**config.mk**
```make
export PLATFORM = sky130hd
export DESIGN_NAME = ps2_key_decoder
export DESIGN_NICKNAME = d
export VERILOG_FILES = /design/src/rtl/ps2_pkg.sv /design/src/rtl/ps2_line_filter.sv /design/src/rtl/ps2_key_decoder.sv
export SDC_FILE = /design/constraint.sdc
export NUM_CORES = 1
export LEC_CHECK = 0
export ABC_AREA = 1
export ABC_CLOCK_PERIOD_IN_PS = 1400
export CAP_MARGIN = 5
export CORE_ASPECT_RATIO = 0.6
export CORE_MARGIN = 4
export CORE_UTILIZATION = 53
export DETAILED_ROUTE_END_ITERATION = 12
export PLACE_DENSITY = 0.72
export SYNTH_ARGS = -nofsm -noshare
export SYNTH_HDL_FRONTEND = slang
export SYNTH_SLANG_ARGS = --single-unit
```
**constraint.sdc**
```tcl
create_clock -name clk -period 1.4 [get_ports clk]
set_input_delay 0.14 -clock clk [delete_from_list [all_inputs] [get_ports clk]]
set_output_delay 0.14 -clock clk [all_outputs]
set_load 0.005 [all_outputs]
```
**src/rtl/ps2_pkg.sv**
```systemverilog
// Shared types and constants for the PS/2 scan-code-set-2 key decoder.
package ps2_pkg;

    typedef enum logic [1:0] {
        IDLE,
        DATA,
        PARITY,
        STOP
    } ps2_state_t;

    localparam logic [7:0] PS2_EXT   = 8'hE0;
    localparam logic [7:0] PS2_REL   = 8'hF0;
    localparam logic [7:0] PS2_PAUSE = 8'hE1;

    localparam int unsigned KEY_TOGGLE  = 10;
    localparam int unsigned KEY_PRESSED = 9;
    localparam int unsigned KEY_EXT     = 8;

    // Keyboard controller responses that never represent a key event.
    function automatic logic is_response(input logic [7:0] code);
        case (code)
            8'hAA, 8'hFA, 8'hEE, 8'hFE, 8'h00, 8'hFF: return 1'b1;
            default:                                  return 1'b0;
        endcase
    endfunction

endpackage

```
**src/rtl/ps2_line_filter.sv**
```systemverilog
// Two-flop synchronizer plus run-length glitch filter for one PS/2 line,
// with a registered falling-edge flag on the filtered level.
module ps2_line_filter #(
    parameter int unsigned FILTER_LEN = 8
) (
    input  logic clk,
    input  logic reset,
    input  logic line_in,
    output logic filtered,
    output logic fall_edge
);

    localparam int unsigned CW = (FILTER_LEN > 1) ? $clog2(FILTER_LEN) : 1;

    logic [1:0]    sync;
    logic [CW-1:0] run_cnt;

    always_ff @(posedge clk) begin
        if (reset) begin
            sync      <= '1;
            run_cnt   <= '0;
            filtered  <= 1'b1;
            fall_edge <= 1'b0;
        end else begin
            sync      <= {sync[0], line_in};
            fall_edge <= 1'b0;
            if (sync[1] != filtered) begin
                if (run_cnt == CW'(FILTER_LEN - 1)) begin
                    filtered  <= sync[1];
                    fall_edge <= filtered;
                    run_cnt   <= '0;
                end else begin
                    run_cnt <= run_cnt + 1'b1;
                end
            end else begin
                run_cnt <= '0;
            end
        end
    end

endmodule

```
**src/rtl/ps2_key_decoder.sv**
```systemverilog
// PS/2 frame receiver folding E0/F0/E1 prefixes into an 11-bit toggle-flagged
// key event word.
module ps2_key_decoder
    import ps2_pkg::*;
#(
    parameter int unsigned FILTER_LEN     = 8,
    parameter int unsigned TIMEOUT_CYCLES = 50000
) (
    input  logic        clk,
    input  logic        reset,
    input  logic        ps2_clk_in,
    input  logic        ps2_dat_in,
    output logic [10:0] ps2_key,
    output logic        frame_error
);

    localparam int unsigned TW = $clog2(TIMEOUT_CYCLES + 1);

    logic            clk_filt;
    logic            clk_fall;
    logic            dat;
    ps2_state_t      state;
    logic [2:0]      bit_cnt;
    logic [7:0]      shreg;
    logic            parity_bit;
    logic            ext;
    logic            rel;
    logic [2:0]      pause_cnt;
    logic [TW-1:0]   tcount;

    ps2_line_filter #(.FILTER_LEN(FILTER_LEN)) u_clk_filter (
        .clk       (clk),
        .reset     (reset),
        .line_in   (ps2_clk_in),
        .filtered  (clk_filt),
        .fall_edge (clk_fall)
    );

    ps2_line_filter #(.FILTER_LEN(FILTER_LEN)) u_dat_filter (
        .clk       (clk),
        .reset     (reset),
        .line_in   (ps2_dat_in),
        .filtered  (dat),
        .fall_edge ()
    );

    always_ff @(posedge clk) begin
        if (reset) begin
            state       <= IDLE;
            bit_cnt     <= '0;
            shreg       <= '0;
            parity_bit  <= 1'b0;
            ext         <= 1'b0;
            rel         <= 1'b0;
            pause_cnt   <= '0;
            tcount      <= '0;
            ps2_key     <= '0;
            frame_error <= 1'b0;
        end else begin
            frame_error <= 1'b0;
            case (state)
                IDLE: begin
                    if (clk_fall && !dat) begin
                        state   <= DATA;
                        bit_cnt <= '0;
                    end
                end
                DATA: begin
                    if (clk_fall) begin
                        shreg   <= {dat, shreg[7:1]};
                        bit_cnt <= bit_cnt + 1'b1;
                        if (bit_cnt == 3'd7)
                            state <= PARITY;
                    end
                end
                PARITY: begin
                    if (clk_fall) begin
                        parity_bit <= dat;
                        state      <= STOP;
                    end
                end
                STOP: begin
                    if (clk_fall) begin
                        state <= IDLE;
                        if (!dat || !(^{shreg, parity_bit})) begin
                            frame_error <= 1'b1;
                            ext         <= 1'b0;
                            rel         <= 1'b0;
                        end else if (pause_cnt != '0) begin
                            pause_cnt <= pause_cnt - 1'b1;
                        end else if (shreg == PS2_PAUSE) begin
                            pause_cnt <= 3'd7;
                        end else if (shreg == PS2_EXT) begin
                            ext <= 1'b1;
                        end else if (shreg == PS2_REL) begin
                            rel <= 1'b1;
                        end else if (!(is_response(shreg) && !ext && !rel)) begin
                            ps2_key[KEY_TOGGLE]  <= ~ps2_key[KEY_TOGGLE];
                            ps2_key[KEY_PRESSED] <= ~rel;
                            ps2_key[KEY_EXT]     <= ext;
                            ps2_key[7:0]         <= shreg;
                            ext                  <= 1'b0;
                            rel                  <= 1'b0;
                        end
                    end
                end
                default: state <= IDLE;
            endcase

            // Timeout handling overrides the state update made above.
            if (state == IDLE || clk_fall) begin
                tcount <= '0;
            end else if (tcount >= TW'(TIMEOUT_CYCLES)) begin
                state       <= IDLE;
                frame_error <= 1'b1;
                ext         <= 1'b0;
                rel         <= 1'b0;
                tcount      <= '0;
            end else begin
                tcount <= tcount + 1'b1;
            end
        end
    end

endmodule

```
==> results of run 1 <==
[logic make-up after synthesis]
kind of cell / count (synthesis) / share of synthesized area, %
simple gates: 195 / 33.6
buf+inv: 61 / 8.65
fa+ha+maj: 10 / 4.44
xor+xnor: 6 / 1.86
compound gates: 47 / 8.79
flops: 60 / 42.6
[critical path, stage by stage, from the launching register on]
cell,delay (ps)
dfxtp_2,360
inv_2,50
nand2_1,110
nor2_1,80
nand2_1,140
nand4_1,160
nor2_2,170
inv_2,80
nor2_4,150
buf_6,130
buf_12,120
nor2_4,30
nor2_2,80
[registers in the layout, indices dropped and copies added (netlist names), 3 cells and up]
signal	cells
tcount	16
u_dat_filter.run_cnt	3
u_clk_filter.run_cnt	3
shreg	8
pause_cnt	3
ps2_key	11
bit_cnt	3
[routing by layer]
metal / global-route usage, % / vias up / share of wire [%]
met5: 0 / - / 0
li1: - / 1387 / -
met1: 30.9 / 1383 / 44
met2: 36.3 / 116 / 46
met4: 7.04 / 0 / 3.0
met3: 9.14 / 33 / 6.3
[worst min path at each step]
stage                     slack [ps]  cells after the start                  from              endpoint
after floorplan                  240                      1            ps2_clk_in  u_clk_filter.sync[0]
after global placement           390                      1  u_dat_filter.sync[0]  u_dat_filter.sync[1]
after detailed placement         390                      1  u_dat_filter.sync[0]  u_dat_filter.sync[1]
after CTS                        340                      2            ps2_dat_in  u_dat_filter.sync[0]
after global routing             360                      2            ps2_dat_in  u_dat_filter.sync[0]
final                            360                      2            ps2_dat_in  u_dat_filter.sync[0]
[cells in the final DEF (no fill, tap or decap), drive strengths merged, types with 2 or more instances in the layout]
master / synthesis / final
nor3b: 3 / 3
a21oi: 23 / 23
clkinv: 1 / 3
nor3: 6 / 6
clkdlybuf4s50: 0 / 14
nor2: 67 / 67
buf: 6 / 67
nand3: 17 / 17
nand4: 18 / 18
or2: 7 / 7
a211oi: 2 / 2
ha: 10 / 10
nand2: 76 / 76
xor2: 4 / 4
o21ai: 19 / 19
clkbuf: 5 / 13
xnor2: 2 / 2
dfxtp: 60 / 60
inv: 49 / 49
[stage by stage]
step           util (%)  setup slack, ps  hold WS (ps)  setup TNS [ps]  power [mW]
3_5_place_dp       67.9             -160           393           -1920        1.81
5_1_grt            81.9             -401           359           -6900        3.48
2_1_floorplan         -            -35.1           244           -35.1        1.79
4_1_cts            76.3             -135           343           -1490        3.41
6_report           81.9             -318           358           -4310        3.38
3_3_place_gp       67.9             -123           392           -1580        1.81
[final cells by class]
type	instances	share of cell area [%]
repair buffers	83	19.7
well taps	66	1.97
inverters	50	4.55
clock inverters	4	1.14
clock buffers	12	3.71
multi-input cells	258	39.3
flip-flops and latches	60	29.6
[report_power, final]
group / total, mW / switching [mW] / internal, mW
clock: 1.61 / 0.701 / 0.913
combinational: 0.0605 / 0.0361 / 0.0244
sequential: 1.71 / 0.00246 / 1.70
total: 3.38 / 0.740 / 2.64
[repair_timing]
action                                  in CTS  in global routing
buffers inserted                             9                 11
resized for setup                           44                 55
endpoints found under the setup margin      22                 37
pin swaps                                   11                 24
gates cloned                                 1                  1
hold endpoints to repair                     0                  0
==> results.md, run 1 <==
Synth:
- The fraction of registers with async set/reset is 0%.
- The prevailing post-synth register cell is dfxtp_1.
- The number of register bits inferred by synthesis is 60.
- The share of synthesized area in the top cell type comes to 42.6%.
- By area the synthesized netlist is led by dfxtp_1, nand2_1, inv_1.
- The average cell area after synthesis is roughly 7.4 sq um.
- The most frequent cell after synthesis is nand2_1.
- Counting flops with a built-in enable in the synthesized netlist gives 0.
- Counting instances in the post-synthesis netlist gives the leading cell types as nand2_1, dfxtp_1, inv_1.
- Sequential elements use approximately 43% of the synthesized area.
- Synthesis handed over a netlist of 379 instances.
- The leading area contributor after synthesis is dfxtp_1.
- The number of nets handed over by synthesis was between 300 and 400.
- The unique cell type count in the Yosys netlist is 33.
- The synthesized netlist occupies a cell area of roughly 2800 sq um.
- The Yosys step of the flow raised 0 warnings.

Place:
- The detailed placer's ending HPWL is approximately 4.6 mm.
- After detailed placement, the design holds a cell count of just under 500.
- Once placement finished, the instance area stood at 3470 sq um.
- The congestion estimate from routability-driven global placement came to 0.877.
- During placement, the flow inserted port buffers numbering 15.

Clocking:
- TritonCTS built the clock tree.
- The number of buffers between clock root and the deepest sink is 2.
- After clock tree synthesis, the flow added hold-fix buffers numbering 0.
- The clock-pin slew reported for the worst setup and hold paths after clock tree synthesis is 70 ps.
- The clock tree synthesis step divided the H-tree into 3 levels.
- The insertion delay to the later sink of the worst-skew pair is roughly 350 ps.
- Clock tree synthesis inserted a total of 9 buffers.
- CTS saw 60 sinks.
- The buffer cell driving the clock tree root is clkbuf_8.

Worst hold path:
- The worst hold path belongs to the class in -> reg.

Die:
- The floorplan die area is about 6600 sq um.
- The count of boundary I/O pins is 16.
- The row count is 20.
- The width of the die is between 100 and 150 um.
- The die height is 64.5 um.
- The effective utilization at floorplan is ~55%.
- The core outline area is just over 5000 sq um.

Timing:
- For the pin with the worst max-slew slack, the measured transition is between 300 and 400 ps.
- Setup slack on the critical path of the routed design comes to -318 ps.
- The final number of max-transition violations was 0.
- Clock skew on the completed layout was measured at roughly 6.7 ps.
- Setup repair after global routing could not meet its margin everywhere.
- The final hold violation count came to 0.
- The smallest clock period supported by the final layout is computed as 1720 ps.
- The achievable frequency is between 500 and 600 MHz.
- Setup violations remaining at the end of the flow were counted as 23.
- The worst pin sits at a relative slew slack of ~76%.
- The final clock period utilization by the worst path is 123%.

GRT:
- The via count of the first global-routing pass is ~2.7k.
- After global routing the overflow that remains totals 0.
- The largest net degree at the start of global routing is 19.
- The first global-routing pass estimated 12.0 mm of wire.
- The initial antenna violation count came to 0.
- Across every metal layer, demand over resource in global routing totals 23.7%.

Setup path:
- The count of cells along the worst register-to-register path is 12.
- Across all register-to-register paths, the minimum setup slack is -320 ps.
- The type of origin of the critical path is a flop.
- The worst reg2reg path endpoint is ps2_key[1].
- The launching element of the worst setup path is shreg[1].
- The origin of the critical flop-to-flop path is shreg[1].
- The critical path ends at ps2_key[1].
- The data arrival time of the critical path is 2010 ps.
- The worst path required time is about 1700 ps.
- In this run the worst path has a maximum fanout of 5.
- The worst setup path is of the reg -> reg kind.
- The sort of element at the end of the critical path is a flop.

Finish:
- The synthesis-to-layout area growth is 48.3%.
- The sequential cells in the finished layout cover a total of 1240 sq um.
- The post-route netlist has a little over two fifths of its cells at a drive strength greater than 1.
- The multi-input combinational cells in the finished layout cover a total of approximately 1600 sq um.
- The layout filler cell count is between 200 and 300.
- The final layout contains approximately 480 nets.
- The final antenna diode count is 0.
- The final cell area excluding filler cells is 4180 sq um.
- For this run, the number of standard cells in the final layout without fillers is between 500 and 600.

Power:
- The maximum vdd drop is roughly 0.00076 V.
- The areal power density over the cells is 808 nW/um^2.
- Summed over all cells, the static leakage comes to between 1.5 and 2 nW.

Detailed routing:
- The detailed router placed around 2.9k vias in this run.
- The post-detailed-route DRC marker count is 0.
- The total length of routed wires is between 8 and 9 mm.
- The number of nets with antenna violations after detailed routing is 0.
- After detailed routing, the number of vias per cell comes to roughly 5.5.
- In this run, the number of DRC markers left after iteration 0 of detailed routing was 205.
- The detail-routed net length per standard cell is approximately 16 um.
- The number of detailed-route iterations in the first pass is 5.

Run:
- The count of maximum capacitance violations is 0.

Status:
- The checks that failed: setup timing.
- The run finished, with violations left.
(Power assumes the default switching activity.)
==> run 2, diff against run 1 <==
CORE_UTILIZATION = 50   (was 53)
PLACE_DENSITY = 0.68   (was 0.72)
==> run 2 against run 1 <==
Net effect:
- the run still ends with setup timing left
- critical endpoint is now ps2_key[4]
- clock skew down 0.85 ps
- largest power group unchanged
- combinational power down 2%
- design area down 1.5%
- register-to-register slack better by 150 ps
- critical path type unchanged
- sequential power about the same
- utilization down 3.5 points
- first-iteration DRC count down 22%
- power down 7.6%
- fmax up 9.4%
- worst hold slack better by 4.2 ps
- global-route usage down 3.5 points
- clock power down 16%
- largest cell class unchanged
==> results.md, run 2 (synthesis results as in run 1) <==
Setup path:
- The launching element of the worst setup path is shreg[1].
- The critical-path maximum fanout is 6 (+1).
- The count of buffering cells on the critical path with inverters included is 3 (-1).
- Following the worst setup path forward leads to its endpoint at ps2_key[4].
- Broken down by cell family, the worst path's largest delay share belongs to simple AND/OR/NAND/NOR gates.
- The data arrival time of the critical path is 1810 ps (-200 ps).
- The worst reg-to-reg setup slack is -170 ps (+150 ps).
- The worst path required time is 1640 ps (-50 ps).
- On the critical path, the stage with the largest delay is an instance of dfxtp_4.
- The critical path start-end classification is reg -> reg.
- The delay of the slowest cell on the worst path is 370 ps (about the same).
- STA classifies the critical path startpoint as a flop.
- The worst register-to-register path begins at shreg[1].
- Traced cell by cell, the critical path runs through inv_2 > nand2_1 > nand2_1 > clkinv_1 > nand3_2 > nand2_2 > nand2_2 > nand2_4 > nand2_4 > nor2_4 > clkbuf_16 > nor2_2 > nor2_2.
- The worst reg2reg path endpoint is ps2_key[4].
- STA classifies the critical path endpoint as a flop.
- The depth of the critical timing path with buffers and inverters included was 13 (+1).
- The count of cells along the worst register-to-register path is 13 (+1).

Clocking:
- The clock-pin slew reported for the worst setup and hold paths after clock tree synthesis is 60 ps (about the same).
- The number of H-tree levels is 3 (unchanged).
- The clock sink total is 60 (unchanged).
- The number of clock buffers inserted by TritonCTS is 9 (unchanged).
- The number of buffers between clock root and the deepest sink was 2 (unchanged).
- The insertion delay to the later sink of the worst-skew pair is 340 ps (about the same).
- TritonCTS built the clock tree.
- The buffer cell driving the clock tree root is clkbuf_8.

Finish:
- The synthesis-to-layout area growth is 46.1%.
- The final antenna diode count was 0 (unchanged).
- The number of flip-flops under the largest register name is 16 (unchanged).
- The final cell area excluding filler cells was 4120 sq um (-1.5%).
- The largest registers in the layout are tcount: 16 flops, ps2_key: 11 flops, shreg: 8 flops.
- The top cell types in the final layout, fill and taps aside, are buf_4, nand2_1, dfxtp_1, inv_1, nor2_1.
- The net count reported at finish is 470 (-1.3%).
- The most flop-heavy register is tcount.
- The most frequent standard cell in the layout excluding fill and tap cells is buf_4.
- The non-filler instance count after layout is 526 (-1.3%).
- The proportion of layout cells with a drive suffix above 1 is 43.7% (+1.5 points).

Status:
- The checks that failed: setup timing.
- The flow ran to the end, but the final reports show violations.

Timing:
- The setup TNS is -2210 ps (+2100 ps).
- The final number of max-transition violations was 0 (unchanged).
- The final hold slack was 362 ps (+4.20 ps).
- The final worst clock skew is 5.89 ps (-0.852 ps).
- The achievable frequency came to 637 MHz (+9.4%).
- The post-route minimum period is 1570 ps (-148 ps).
- The number of failing setup endpoints in the final timing report is 21 (-8.7%).
- The final hold violation count came to 0 (unchanged).
- The setup slack of the critical path after layout is -170 ps (+148 ps).
- Setup repair after global routing could not meet its margin everywhere.
- The worst max-slew margin expressed relative to the limit came to 76.4% (about the same).
- The slew at the pin with the worst max-slew slack is 354 ps (+2.78 ps).
- The final clock period utilization by the worst path was 112% (-11 points).

Die:
- The die height is 66.2 um (+2.6%).
- The effective utilization at floorplan is 53.6% (-1.6 points).
- The count of boundary I/O pins is 16 (unchanged).
- The floorplan die area is 6940 sq um (+5.4%).
- The width of the die came to 105 um (+2.7%).
- The row count was 20 (unchanged).
- The core outline area was 5260 sq um (+2.9%).

Detailed routing:
- The number of detailed-route iterations in the first pass was 4 (-1).
- The total via count after detailed routing is 2,724 (-6.7%).
- The post-detailed-route DRC marker count is 0 (unchanged).
- The starting DRC count in detailed routing is 160 (-22%).
- The number of nets with antenna violations after detailed routing is 0 (unchanged).
- The vias per cell is 5.18 (-5.4%).
- The detail-routed net length per standard cell was 14.0 um (-12%).
- The total length of routed wires came to 7.36 mm (-13%).

Place:
- The quantity of I/O buffers inserted on ports came to 15 (unchanged).
- The total cell area at the placement stage is 3470 sq um (about the same).
- The detailed placer's ending HPWL is 4.54 mm (-1.9%).
- The post-placement cell count came to 499 (+0.40%).
- The final RePlAce weighted congestion came to 0.860 (-1.9%).

Power:
- The combinational fraction of design power is 1.9% (about the same).
- The leakage dissipation was 1.73 nW (-5.1%).
- The total power of the final layout came to 3.12 mW (-7.6%).
- The maximum vdd drop is 0.000807 V (+5.7%).
- The relative contribution of the clock network to total power is 43.7% (-4.0 points).
- The part of the total power dissipated in sequential elements is 54.4% (+3.9 points).
- The power dissipated by switching net loads came to 0.678 mW (-8.3%).
- The areal power density over the cells is 758 nW/um^2 (-6.2%).
- The switching portion of total power is 21.7% (-0.17 points).
- The design internal power is 2.45 mW (-7.4%).

Worst hold path:
- The type of the tightest min-delay check is in -> reg.
- The cell depth of the worst min-delay path is 2 (unchanged).

GRT:
- The initial antenna violation count is 0 (unchanged).
- The total global routing overflow is 0 (unchanged).
- The via count of the first global-routing pass was 2,499 (-5.8%).
- The wire length of the first global-routing pass was 11.1 mm (-7.2%).
- The largest net degree at the start of global routing is 19 (unchanged).
- The combined global-route utilization of all metal layers is 20.2% (-3.5 points).

Run:
- The count of maximum capacitance violations is 0 (unchanged).
[run 2: cell types whose count changed in the layout (fill, tap and decap cells not counted), sizes merged]
| cell | previous run | this run |
|---|---|---|
| clkdlybuf4s50 | 14 | 15 |
| clkinvlp | 1 | 0 |
| clkbuf | 13 | 15 |
| bufinv | 1 | 0 |
| buf | 67 | 60 |
| dlymetal6s2s | 1 | 0 |
[run 2: cell type report]
class                      count  area [sq um]
clock buffer                  13           159
multi-input combinational    258          1680
tap                           66          82.6
inverter                      50           198
fill                         350          1140
timing repair buffer          77           747
clock inverter                 2          10.0
sequential                    60          1240
[run 2: per-stage QoR]
stage	worst slack, ps	utilization [%]
3_5_place_dp	-171	66.0
4_1_cts	-79.6	71.8
3_3_place_gp	-138	66.0
5_1_grt	-257	78.4
6_report	-170	78.4
2_1_floorplan	-35.1	-
[run 2: worst register-to-register path, stage by stage, from the launching register on]
cell,delay [ps]
dfxtp_4,370
inv_2,60
nand2_1,70
nand2_1,120
clkinv_1,100
nand3_2,100
nand2_2,60
nand2_2,70
nand2_4,80
nand2_4,90
nor2_4,50
clkbuf_16,150
nor2_2,130
nor2_2,40
[run 2: repair_timing]
| item | 4_1_cts | 5_1_grt |
|---|---|---|
| hold buffers | 0 | 0 |
| endpoints found under the setup margin | 23 | 35 |
| pin swaps | 14 | 31 |
| setup buffers | 3 | 7 |
| gates resized for setup | 39 | 78 |
| cloned | 0 | 2 |
[run 2: how the worst min path moves through the flow]
stage | startpoint | end | slack [ps]
after global routing | ps2_dat_in | u_dat_filter.sync[0] | 340
after detailed placement | u_clk_filter.sync[0] | u_clk_filter.sync[1] | 400
final | ps2_dat_in | u_dat_filter.sync[0] | 360
after floorplan | ps2_clk_in | u_clk_filter.sync[0] | 240
after global placement | u_dat_filter.sync[0] | u_dat_filter.sync[1] | 390
after CTS | ps2_dat_in | u_dat_filter.sync[0] | 350
[run 2: power by group through the flow]
stage	clock (mW)	combinational, mW	sequential (mW)
global placement	0	0.0563	1.75
CTS	1.38	0.0579	1.71
global route	1.48	0.0659	1.70
finish	1.36	0.0595	1.70
floorplan	0	0.0342	1.75
detailed placement	0	0.0574	1.75
[run 2: routing by layer]
| layer | vias to the layer above | wire length, um | track usage, % |
|---|---|---|---|
| li1 | 1370 | - | - |
| met1 | 1289 | 3440 | 26.3 |
| met2 | 55 | 3470 | 32.3 |
| met3 | 10 | 343 | 5.56 |
| met4 | 0 | 95 | 7.36 |
| met5 | - | 0 | 0 |
==> run 3, diff against run 2 <==
PLACE_DENSITY = default   (was 0.68)
PLACE_DENSITY_LB_ADDON = 0.08   (was default)
==> run 3 against run 2 <==
Net effect:
- the flow still finishes with violations (setup timing)
- critical endpoint is now ps2_key[7]
- utilization rose by 0.48 points
- flip-flop and latch count unchanged
- sequential power about the same
==> results.md, run 3 (synthesis results as in run 1) <==
Finish:
- The net count reported at finish is 472 (+0.43%).
- In the final layout, the registers with the most flip-flops are tcount: 16 flops, ps2_key: 11 flops, shreg: 8 flops.
- In the layout the commonest cells are buf_4, nand2_1, dfxtp_1, inv_1, nor2_1.
- The proportion of layout cells with a drive suffix above 1 is 43.6% (-0.067 points).
- Leaving out fill and tap cells, the most frequent cell in the layout is buf_4.
- The final antenna diode count was 0 (unchanged).
- The synthesis-to-layout area growth is 47.0%.
- The final core utilization is 78.9% (+0.48 points).
- The layout filler cell count was 348 (-0.57%).
- The final cell area excluding filler cells is 4140 sq um (+0.61%).
- The most flop-heavy register is tcount.
- The number of flip-flops under the largest register name is 16 (unchanged).

Clocking:
- The clock sink total is 60 (unchanged).
- The post-cts hold buffer count is 0 (unchanged).
- The clock-pin slew reported for the worst setup and hold paths after clock tree synthesis is 70 ps (about the same).
- The tree is rooted in a clkbuf_8.
- The number of H-tree levels was 3 (unchanged).
- The number of buffers between clock root and the deepest sink was 2 (unchanged).
- The number of clock buffers inserted by TritonCTS is 9 (unchanged).
- The CTS tree is done.
- The insertion delay to the later sink of the worst-skew pair is 340 ps (about the same).

Setup path:
- The worst setup path is launched from a flop.
- The most numerous cell on the critical path is nor2_2.
- The data arrival time of the critical path was 1860 ps (+50 ps).
- The sort of element at the end of the critical path is a flop.
- The worst path required time came to 1680 ps (+40 ps).
- The count of buffering cells on the critical path with inverters included came to 3 (unchanged).
- The delay of the slowest cell on the worst path is 390 ps (+20 ps).
- The critical-path maximum fanout is 7 (+1).
- The signal on the critical path passes through nor2_1 > inv_1 > nor2_1 > nand2_2 > nand4_1 > nor2_2 > inv_2 > nor2_4 > clkbuf_16 > nor2_2 > nor2_2.
- The slowest cell on the critical path is dfxtp_4.
- The critical path start-end classification is reg -> reg.
- The worst reg-to-reg setup slack was -190 ps (-20 ps).
- The family with the most delay on the worst path is simple AND/OR/NAND/NOR gates.

Place:
- The final RePlAce weighted congestion was 0.910 (+5.7%).
- The setup slack after placement came to -222 ps (-51.5 ps).
- The total cell area at the placement stage came to 3450 sq um (-0.51%).
- The quantity of I/O buffers inserted on ports came to 15 (unchanged).
- The detailed placer's ending HPWL is 4.53 mm (-0.13%).

Worst hold path:
- The path class of the tightest hold or removal check is in -> reg.

Timing:
- The final worst clock skew is 10.8 ps (+4.88 ps).
- The slew at the pin with the worst max-slew slack is 359 ps (+5.93 ps).
- The setup TNS is -2280 ps (-75.6 ps).
- The post-route minimum period is 1590 ps (+16.2 ps).
- Setup repair after global routing could not meet its margin everywhere.
- The worst max-slew margin expressed relative to the limit is 75.8% (-0.62 points).
- The setup slack of the critical path after layout is -186 ps (-16.2 ps).
- The final hold violation count is 0 (unchanged).
- The achievable frequency is 631 MHz (-1.0%).
- The final clock period utilization by the worst path was 113% (+1.2 points).
- The final number of max-transition violations is 0 (unchanged).
- The number of failing setup endpoints in the final timing report is 17 (-19%).

Detailed routing:
- The detail-routed net length per standard cell is 13.8 um (-1.4%).
- The total length of routed wires is 7.30 mm (-0.79%).
- The total via count after detailed routing is 2,745 (+0.77%).
- The starting DRC count in detailed routing was 120 (-25%).
- The number of nets with antenna violations after detailed routing is 0 (unchanged).
- The post-detailed-route DRC marker count is 0 (unchanged).
- The number of detailed-route iterations in the first pass is 4 (unchanged).
- The vias per cell is 5.19 (+0.20%).

Power:
- The areal power density over the cells is 803 nW/um^2 (+5.9%).
- The total power of the final layout is 3.33 mW (+6.6%).
- The leakage dissipation is 1.79 nW (+3.5%).
- The maximum vdd drop is 0.000696 V (-14%).

GRT:
- The largest net degree at the start of global routing is 17 (-2).
- The total global routing overflow is 0 (unchanged).
- The combined global-route utilization of all metal layers is 19.8% (-0.38 points).
- The via count of the first global-routing pass is 2,375 (-5.0%).
- The initial antenna violation count is 0 (unchanged).
- The wire length of the first global-routing pass is 10.8 mm (-2.7%).

Die:
- The row count is 20 (unchanged).
- The core outline area is 5260 sq um (unchanged).
- The count of boundary I/O pins is 16 (unchanged).
- The die height is 66.2 um (unchanged).
- The effective utilization at floorplan is 53.6% (unchanged).
- The width of the die is 105 um (unchanged).
- The floorplan die area is 6940 sq um (unchanged).

Run:
- The count of maximum capacitance violations is 0 (unchanged).

Status:
- The run finished, with violations left.
- The final reports fail on setup timing.
run 3: layer usage:
layer  GRT usage [%]  share of wire, %
met1            27.0                46
met2            30.0                45
met3            6.63               7.3
met4            5.73               1.7
met5               0                 0
run 3: final cells by class:
type | count | area, sq um | share of cell area [%]
Inverter | 50 | 190 | 4.59
Sequential cell | 60 | 1240 | 30.0
Clock buffer | 12 | 155 | 3.74
Tap cell | 66 | 82.6 | 1.99
Clock inverter | 4 | 47.5 | 1.15
Timing Repair Buffer | 79 | 744 | 18.0
Multi-Input combinational cell | 258 | 1680 | 40.6
run 3: power breakdown:
group / leakage (nW) / internal [mW] / switching, mW
Sequential: 0.495 / 1.70 / 0.00238
Combinational: 1.19 / 0.0266 / 0.0352
Clock: 0.102 / 0.913 / 0.654
Total: 1.79 / 2.64 / 0.692
run 3: what timing repair did:
| action | CTS | global route |
|---|---|---|
| setup endpoints to repair | 22 | 30 |
| setup buffers | 3 | 8 |
| gates cloned | 0 | 2 |
| gates resized for setup | 24 | 87 |
| pin swaps | 6 | 13 |
run 3: worst reg2reg max path, cell delays in order, from the launching register on:
cell	delay, ps
dfxtp_4	390
nor2_1	70
inv_1	50
nor2_1	40
nand2_2	120
nand4_1	170
nor2_2	210
inv_2	60
nor2_4	150
clkbuf_16	180
nor2_2	40
nor2_2	60
run 3: path summary, 6_finish.rpt:
kind                        start              endpoint  cells past startpoint
max                      shreg[3]            ps2_key[7]                     11
min                    ps2_clk_in  u_clk_filter.sync[0]                      2
min reg2reg  u_dat_filter.sync[0]  u_dat_filter.sync[1]                      1
max reg2reg              shreg[3]            ps2_key[7]                     11
run 3: stage by stage:
stage / hold slack [ps] / std cells
2_1_floorplan: 244 / 379
3_3_place_gp: 392 / 500
3_5_place_dp: 397 / 500
4_1_cts: 347 / 519
5_1_grt: 352 / 529
6_report: 360 / 529
